## src/rtl/mem_port_arbiter.sv

```systemverilog
// rtl/mem_port_arbiter.sv - two-requester arbiter sharing one memory/bus access port
//
// Purpose: arbitrates between instruction fetch (m0) and load/store (m1), latches the
// winning command, holds it on the downstream port until s_ready or a timeout, then
// returns data/status to the winner with a one-cycle done pulse.
//
// Ports:
//   clk, rstn                       clock, asynchronous active-low reset
//   m0_req/m0_addr                  fetch request (read, all strobes)
//   m0_rdata/m0_done/m0_error       fetch response
//   m1_req/m1_wr/m1_bytes/m1_addr/m1_wdata   load/store request
//   m1_rdata/m1_done/m1_error       load/store response
//   s_en/s_wr/s_bytes/s_addr/s_wdata          downstream command
//   s_rdata/s_ready/s_error         downstream response
//   busy                            FSM not idle
//   grant                           one-hot owner of current transaction

module mem_port_arbiter #(
  parameter int XLEN    = 64,
  parameter int TIMEOUT = 16,
  parameter int RR      = 1
) (
  input  logic              clk,
  input  logic              rstn,
  input  logic              m0_req,
  input  logic [XLEN-1:0]   m0_addr,
  output logic [XLEN-1:0]   m0_rdata,
  output logic              m0_done,
  output logic              m0_error,
  input  logic              m1_req,
  input  logic              m1_wr,
  input  logic [XLEN/8-1:0] m1_bytes,
  input  logic [XLEN-1:0]   m1_addr,
  input  logic [XLEN-1:0]   m1_wdata,
  output logic [XLEN-1:0]   m1_rdata,
  output logic              m1_done,
  output logic              m1_error,
  output logic              s_en,
  output logic              s_wr,
  output logic [XLEN/8-1:0] s_bytes,
  output logic [XLEN-1:0]   s_addr,
  output logic [XLEN-1:0]   s_wdata,
  input  logic [XLEN-1:0]   s_rdata,
  input  logic              s_ready,
  input  logic              s_error,
  output logic              busy,
  output logic [1:0]        grant
);

  typedef enum logic [1:0] {IDLE, ACCESS, RESP} state_t;

  localparam logic [7:0] CNT_LAST = 8'(TIMEOUT - 1);

  state_t          r_state;
  logic [7:0]      r_cnt;
  logic            r_last_m1;   // 1 = m1 owned the previous transaction
  logic            w_pick_m1;
  logic            w_finish;
  logic [XLEN-1:0] w_rsp_rdata;
  logic            w_rsp_err;

  // m1 wins when alone, or on a tie under fixed priority, or on a tie when m0 went last.
  assign w_pick_m1   = m1_req & (~m0_req | (RR == 0) | ~r_last_m1);

  // s_ready is checked before the counter so a response on the final cycle still succeeds.
  assign w_finish    = s_ready | (r_cnt == CNT_LAST);
  assign w_rsp_rdata = s_ready ? s_rdata : '0;
  assign w_rsp_err   = s_ready ? s_error : 1'b1;

  // The s_* command outputs are themselves the command registers: loaded once in IDLE,
  // untouched during ACCESS, so requester inputs cannot disturb an access in flight.
  always_ff @(posedge clk or negedge rstn) begin
    if (!rstn) begin
      r_state   <= IDLE;
      r_cnt     <= '0;
      r_last_m1 <= 1'b1;
      m0_rdata  <= '0;
      m0_done   <= 1'b0;
      m0_error  <= 1'b0;
      m1_rdata  <= '0;
      m1_done   <= 1'b0;
      m1_error  <= 1'b0;
      s_en      <= 1'b0;
      s_wr      <= 1'b0;
      s_bytes   <= '0;
      s_addr    <= '0;
      s_wdata   <= '0;
      busy      <= 1'b0;
      grant     <= 2'b00;
    end else begin
      m0_done <= 1'b0;
      m1_done <= 1'b0;
      case (r_state)
        IDLE: begin
          if (m0_req || m1_req) begin
            grant   <= w_pick_m1 ? 2'b10 : 2'b01;
            s_wr    <= w_pick_m1 ? m1_wr : 1'b0;
            s_bytes <= w_pick_m1 ? m1_bytes : '1;
            s_addr  <= w_pick_m1 ? m1_addr : m0_addr;
            s_wdata <= w_pick_m1 ? m1_wdata : '0;
            r_cnt   <= '0;
            s_en    <= 1'b1;
            busy    <= 1'b1;
            r_state <= ACCESS;
          end
        end
        ACCESS: begin
          if (w_finish) begin
            s_en    <= 1'b0;
            r_state <= RESP;
            if (grant[1]) begin
              m1_done  <= 1'b1;
              m1_rdata <= w_rsp_rdata;
              m1_error <= w_rsp_err;
            end else begin
              m0_done  <= 1'b1;
              m0_rdata <= w_rsp_rdata;
              m0_error <= w_rsp_err;
            end
          end else begin
            r_cnt <= r_cnt + 8'd1;
          end
        end
        RESP: begin
          r_last_m1 <= grant[1];
          grant     <= 2'b00;
          busy      <= 1'b0;
          r_state   <= IDLE;
        end
        default: r_state <= IDLE;
      endcase
    end
  end

endmodule

```

## config.mk

```make
export PLATFORM = sky130hd
export DESIGN_NAME = mem_port_arbiter
export DESIGN_NICKNAME = d
export VERILOG_FILES = /design/src/rtl/mem_port_arbiter.sv
export SDC_FILE = /design/constraint.sdc
export NUM_CORES = 1
export LEC_CHECK = 0
export BUFFER_PORTS_ARGS = -buffer_cell sky130_fd_sc_hd__buf_4
export CAP_MARGIN = 20
export CORE_AREA = 2 2 210 212
export DETAILED_ROUTE_END_ITERATION = 6
export DIE_AREA = 0 0 212 214
export MAX_ROUTING_LAYER = met4
export PLACE_DENSITY = 0.46
export SYNTH_ARGS = -nofsm -noshare
export SYNTH_HDL_FRONTEND = slang
export SYNTH_SLANG_ARGS = --single-unit
export TNS_END_PERCENT = 5
```

## constraint.sdc

```tcl
create_clock -name clk -period 2.34 [get_ports clk]
set_input_delay 0.468 -clock clk [delete_from_list [all_inputs] [get_ports clk]]
set_output_delay 0.468 -clock clk [all_outputs]
set_load 0.01 [all_outputs]
```

[Word level (Yosys, flattened, before mapping)]
Index checks and enable logic that the tools add are counted.
Cells by class
  mux-type cells: 25
  bitwise operators: 6
  equal/unequal tests: 6
  reductions and logical operators: 11
  add/subtract/negate cells: 1
Operators by type and width (number)
  64-bit two-way mux: 3
  8-bit two-way mux: 3
  8-bit case mux with 2 select lines: 1
  3-bit AND reduction: 4
  1-bit two-way mux: 10
  8-bit by 1-bit adder with 8-bit output, second input constant: 1
  8-bit by 4-bit equality test with 1-bit output, second input constant: 1
  2-bit two-way mux: 4
  2-bit case mux with 2 select lines: 2
  2-bit != test, second input constant: 3
  2-bit AND reduction: 3
  1-bit case mux with 2 select lines: 2
  2-bit nonzero test: 2
  1-bit NOT: 3
  2-bit by 1-bit equality test with 1-bit output, second input constant: 1
  2-bit equality test, second input constant: 1
  2-bit zero test: 1
  1-bit OR: 2
  1-bit AND: 1
  1-bit logical OR: 1
Word-level totals
  word-level logic and storage cells: 65
  flip-flop bits (word level): 284
  output and inout bits: 273

[Depth between registers and ports, before layout]
  depth in word-level cells: 6
  mapped depth: 8

[Worst setup path after synthesis]
Ideal clock, no wire load.
  path kind: flip-flop to flip-flop
  start point: register r_cnt[0]
  end point: register r_cnt[3]
  period minus slack after synthesis: 1.916 ns
  slack: 0.424 ns
  cell stages (with the launch flop): 7
  required time: 2.216 ns
  arrival time: 1.792 ns
  cells stage by stage: dfrtp_1 -> ha_1 -> and3_1 -> buf_2 -> a211oi_1 -> nor2_1 -> a211o_1
On the way
  cells in the longest elaborated chain, start to end: 4
  elaborated cells on any way between the ends: 7
  those cells by class: add/sub (1); eq/ne (2); mux (2); bitwise (1); reduce/logical (1)
Ends and longest elaborated chain
  start, declared: line 55  | logic [7:0] r_cnt;
  start signal, assigned: line 121  | r_cnt <= r_cnt + 8'd1;
  branches (longest 4 deep; another with 8-bit by 1-bit adder with 8-bit output)
Parallel ways; which one is timed is not known. The select of a mux whose other input is x is not followed.
A chain may end at the register's enable or synchronous reset.

[Worst setup path after layout]
  start point: register grant[1]
  end point: output port grant[1]
RTL lines
  start, declared: line 47  | output logic [1:0] grant
  start signal, assigned: line 96  | grant <= w_pick_m1 ? 2'b10 : 2'b01;
No word-level cell between the ends.

==> impl_metrics.yaml <==
timing:
  finalSetupTns_ns: 0
  hold_viol: 0
  fmax_mhz: 455
  layout_setup_ws_ns: 0.142
  worstMarginPinSlew_ns: 0.814
  whs_ns: 0.146
  setup_viol: 0
  min_period_over_period: 0.939
  post-route-min-period_ns: 2.20
  relSlewSlack: 0.458
  final-max-slew-violation-count: 0
  finClkSkew_ns: 0.0172
  rsz0062_at_grt: "false"
yosys:
  syn_nets: 1368
  yosys-top-cells-area: "dfrtp_1, nand2_1, o2bb2ai_1, a32o_1, a31oi_1"
  ys_seq_area_frac: 0.629
  ys_warn_count: 0
  synth_seq_cells: 284
  yosysUniqueCellTypes: 34
  synth_area_leader_cell: "dfrtp_1"
  avgSynthCellArea_um2: 10.3
  syn_area_um2: 11300
  netlist_instances: 1096
  yosysTopAreaCellShare: 0.627
clocking:
  cts_buffers: 36
  cts_tree: "yes"
  clock_sinks: 284
  cts_setup_buffers: 0
  cts_resized: 0
  cts-root-buf: "clkbuf_16"
  clk-insertion-delay-late_ns: 0.53
  htreeDepth: 2
  cts.clk_slew.worst_paths_ns: 0.06
  cts.path.max_buffers: 3
setup_path:
  ff2ff_setup_slack_ns: 0.25
  arrival_ns: 1.73
  critPathLaunchType: "flip-flop"
  critPathCaptureType: "primary output"
  r2r_start: "r_cnt[0]"
  crit_start: "grant[1]"
  reg2reg_depth: 6
  required_ns: 1.87
  cp_max_fo: 47
  worstReg2RegEnd: "m1_rdata[60]"
  crit_type: "flip-flop to primary output"
drt:
  via_per_inst: 4.64
  num_vias: 10300
  wl_mm: 44.7
  drt.antenna.violating_nets: 0
  firstDrtPassIters: 5
  routedWlPerCell_um: 20.1
  drt_iter0_drc: 617
  drc: 0
placement:
  place_inst: 2161
  placed_cell_area_um2: 16200
  gp_congestion: 0.825
  place.port_buffers: 543
  place_hpwl_mm: 32.3
  pre_cts_slack_ns: 0.287
power:
  p_per_area_nw_per_um2: 1410
  power_mw: 24.5
  ir_drop_mv: 0.768
  cellLeakagePower_nw: 8.58
final_layout:
  nets: 1887
  synthToLayoutAreaGrowth_pct: 53.4
  stdcell_area_um2: 17300
  utilization: 0.404
  fin_cells: 2223
  nFillCells: 4307
  drive_above_1_share: 0.391
grt:
  grt_pass1_vias: 10600
  antenna_found_initial: 3
  grt_max_degree: 74
  grtUsageTotal: 0.200
  grt_pass1_wl_mm: 67.2
  grt_remaining_overflow: 0
die:
  num_io_pins: 544
  core_um2: 42900
  fp.dieW_um: 212
  dieArea_um2: 45400
  num_rows: 76
  start_util: 0.263
  die_h_um: 214
worst_hold_path:
  hold_start: "m1_wdata[52]"
  hp-class: "input port to flip-flop"
  holdPathEnd: "s_wdata[52]"
  hold_path_depth: 3
status:
  status: "completed"
flow_run:
  maxCapViolCount: 0
## final cells by class
type                       count  area [µm²]  area share
multi-input combinational    710        3790       0.219
clock buffer                  49        1030      0.0595
clock inverter                 9         108     0.00621
tap                          585         732      0.0422
antenna                        3        7.51    0.000433
sequential                   284        7110       0.410
timing repair buffer         576        4520       0.261
inverter                       7        26.3     0.00152
## where the power goes
group / switching, mW / internal (mW) / leakage [nW] / total [mW]
clock: 2.14 / 3.29 / 0.555 / 5.43
combinational: 5.54 / 4.86 / 4.51 / 10.4
sequential: 1.40 / 7.23 / 3.51 / 8.62
total: 9.08 / 15.4 / 8.58 / 24.5
## sequential cells by signal (all words and copies together) (netlist names), 2 cells and up
register and cells:
s_addr 64, m0_rdata 64, grant 2, r_state 2, s_bytes 8, r_cnt 8, m1_rdata 64, s_wdata 64
## synth_stat cells
library cell / number
and3_1: 5
mux2_2: 1
a211oi_1: 2
nand4_1: 1
o32a_1: 2
dfrtp_1: 283
o21a_1: 1
and2_1: 1
a311o_1: 1
inv_1: 7
dfstp_2: 1
nand3_1: 69
o2bb2ai_1: 86
a32o_1: 42
nand2b_1: 1
buf_1: 2
nand2_1: 324
and4_1: 1
a31oi_1: 64
o21ai_0: 12
nor2_1: 71
clkbuf_1: 67
buf_2: 26
a21oi_1: 6
nor4b_1: 1
nor3_1: 5
ha_1: 1
a211o_1: 4
or3_1: 3
nor4_4: 1
o22ai_1: 1
nor2b_1: 2
a21bo_2: 1
a21o_1: 1
## critical path: stages (launching register included)
cell	delay (ns)
dfrtp_2	0.42
buf_4	0.51
buf_4	0.23
## cells in the final DEF, fill, tap and decap left out, types with 2 or more instances in the layout
cell / instances
buf_4: 559
nand2_1: 324
o32a_1: 2
or3_2: 3
a21oi_1: 5
clkinv_2: 3
buf_12: 15
o21ai_0: 12
a31oi_1: 64
clkbuf_1: 6
clkinvlp_4: 2
and3_1: 5
bufinv_16: 2
diode_2: 3
clkbuf_8: 6
dfrtp_1: 282
a32o_1: 42
a211o_1: 4
clkbuf_16: 37
o2bb2ai_1: 86
nor3_1: 4
inv_1: 6
nor2b_1: 2
nand3_1: 69
a211oi_1: 2
nor2_1: 71
## metal layers
layer | part of all wire | vias up | GRT usage
met1 | 0.40 | 5021 | 0.238
met2 | 0.49 | 381 | 0.323
met5 | 0 | - | -
li1 | - | 4856 | -
met4 | 0.026 | 0 | 0.0650
met3 | 0.082 | 60 | 0.0588
## worst max-delay path by stage
stage / end / slack [ns] / depth (start not counted)
3_5_place_dp: m1_rdata[60] / 0.29 / 6
3_3_place_gp: m1_rdata[60] / 0.33 / 6
5_1_grt: grant[1] / 0.08 / 2
6_report: grant[1] / 0.14 / 2
4_1_cts: grant[1] / 0.11 / 2
2_1_floorplan: r_cnt[3] / 0.42 / 6
## cell families after synthesis
logic type | Yosys count | synth area share
fa+ha+maj | 1 | 0.00111
flops | 284 | 0.629
mux | 1 | 0.000997
compound gates | 223 | 0.157
buf+inv | 102 | 0.0368
simple gates | 485 | 0.175
## timing repair
action                                  4_1_cts  5_1_grt
endpoints found under the setup margin        0        0
hold endpoints to repair                     37        0
hold buffers                                  1        0
No activity file was read; power rests on OpenSTA's default activity.
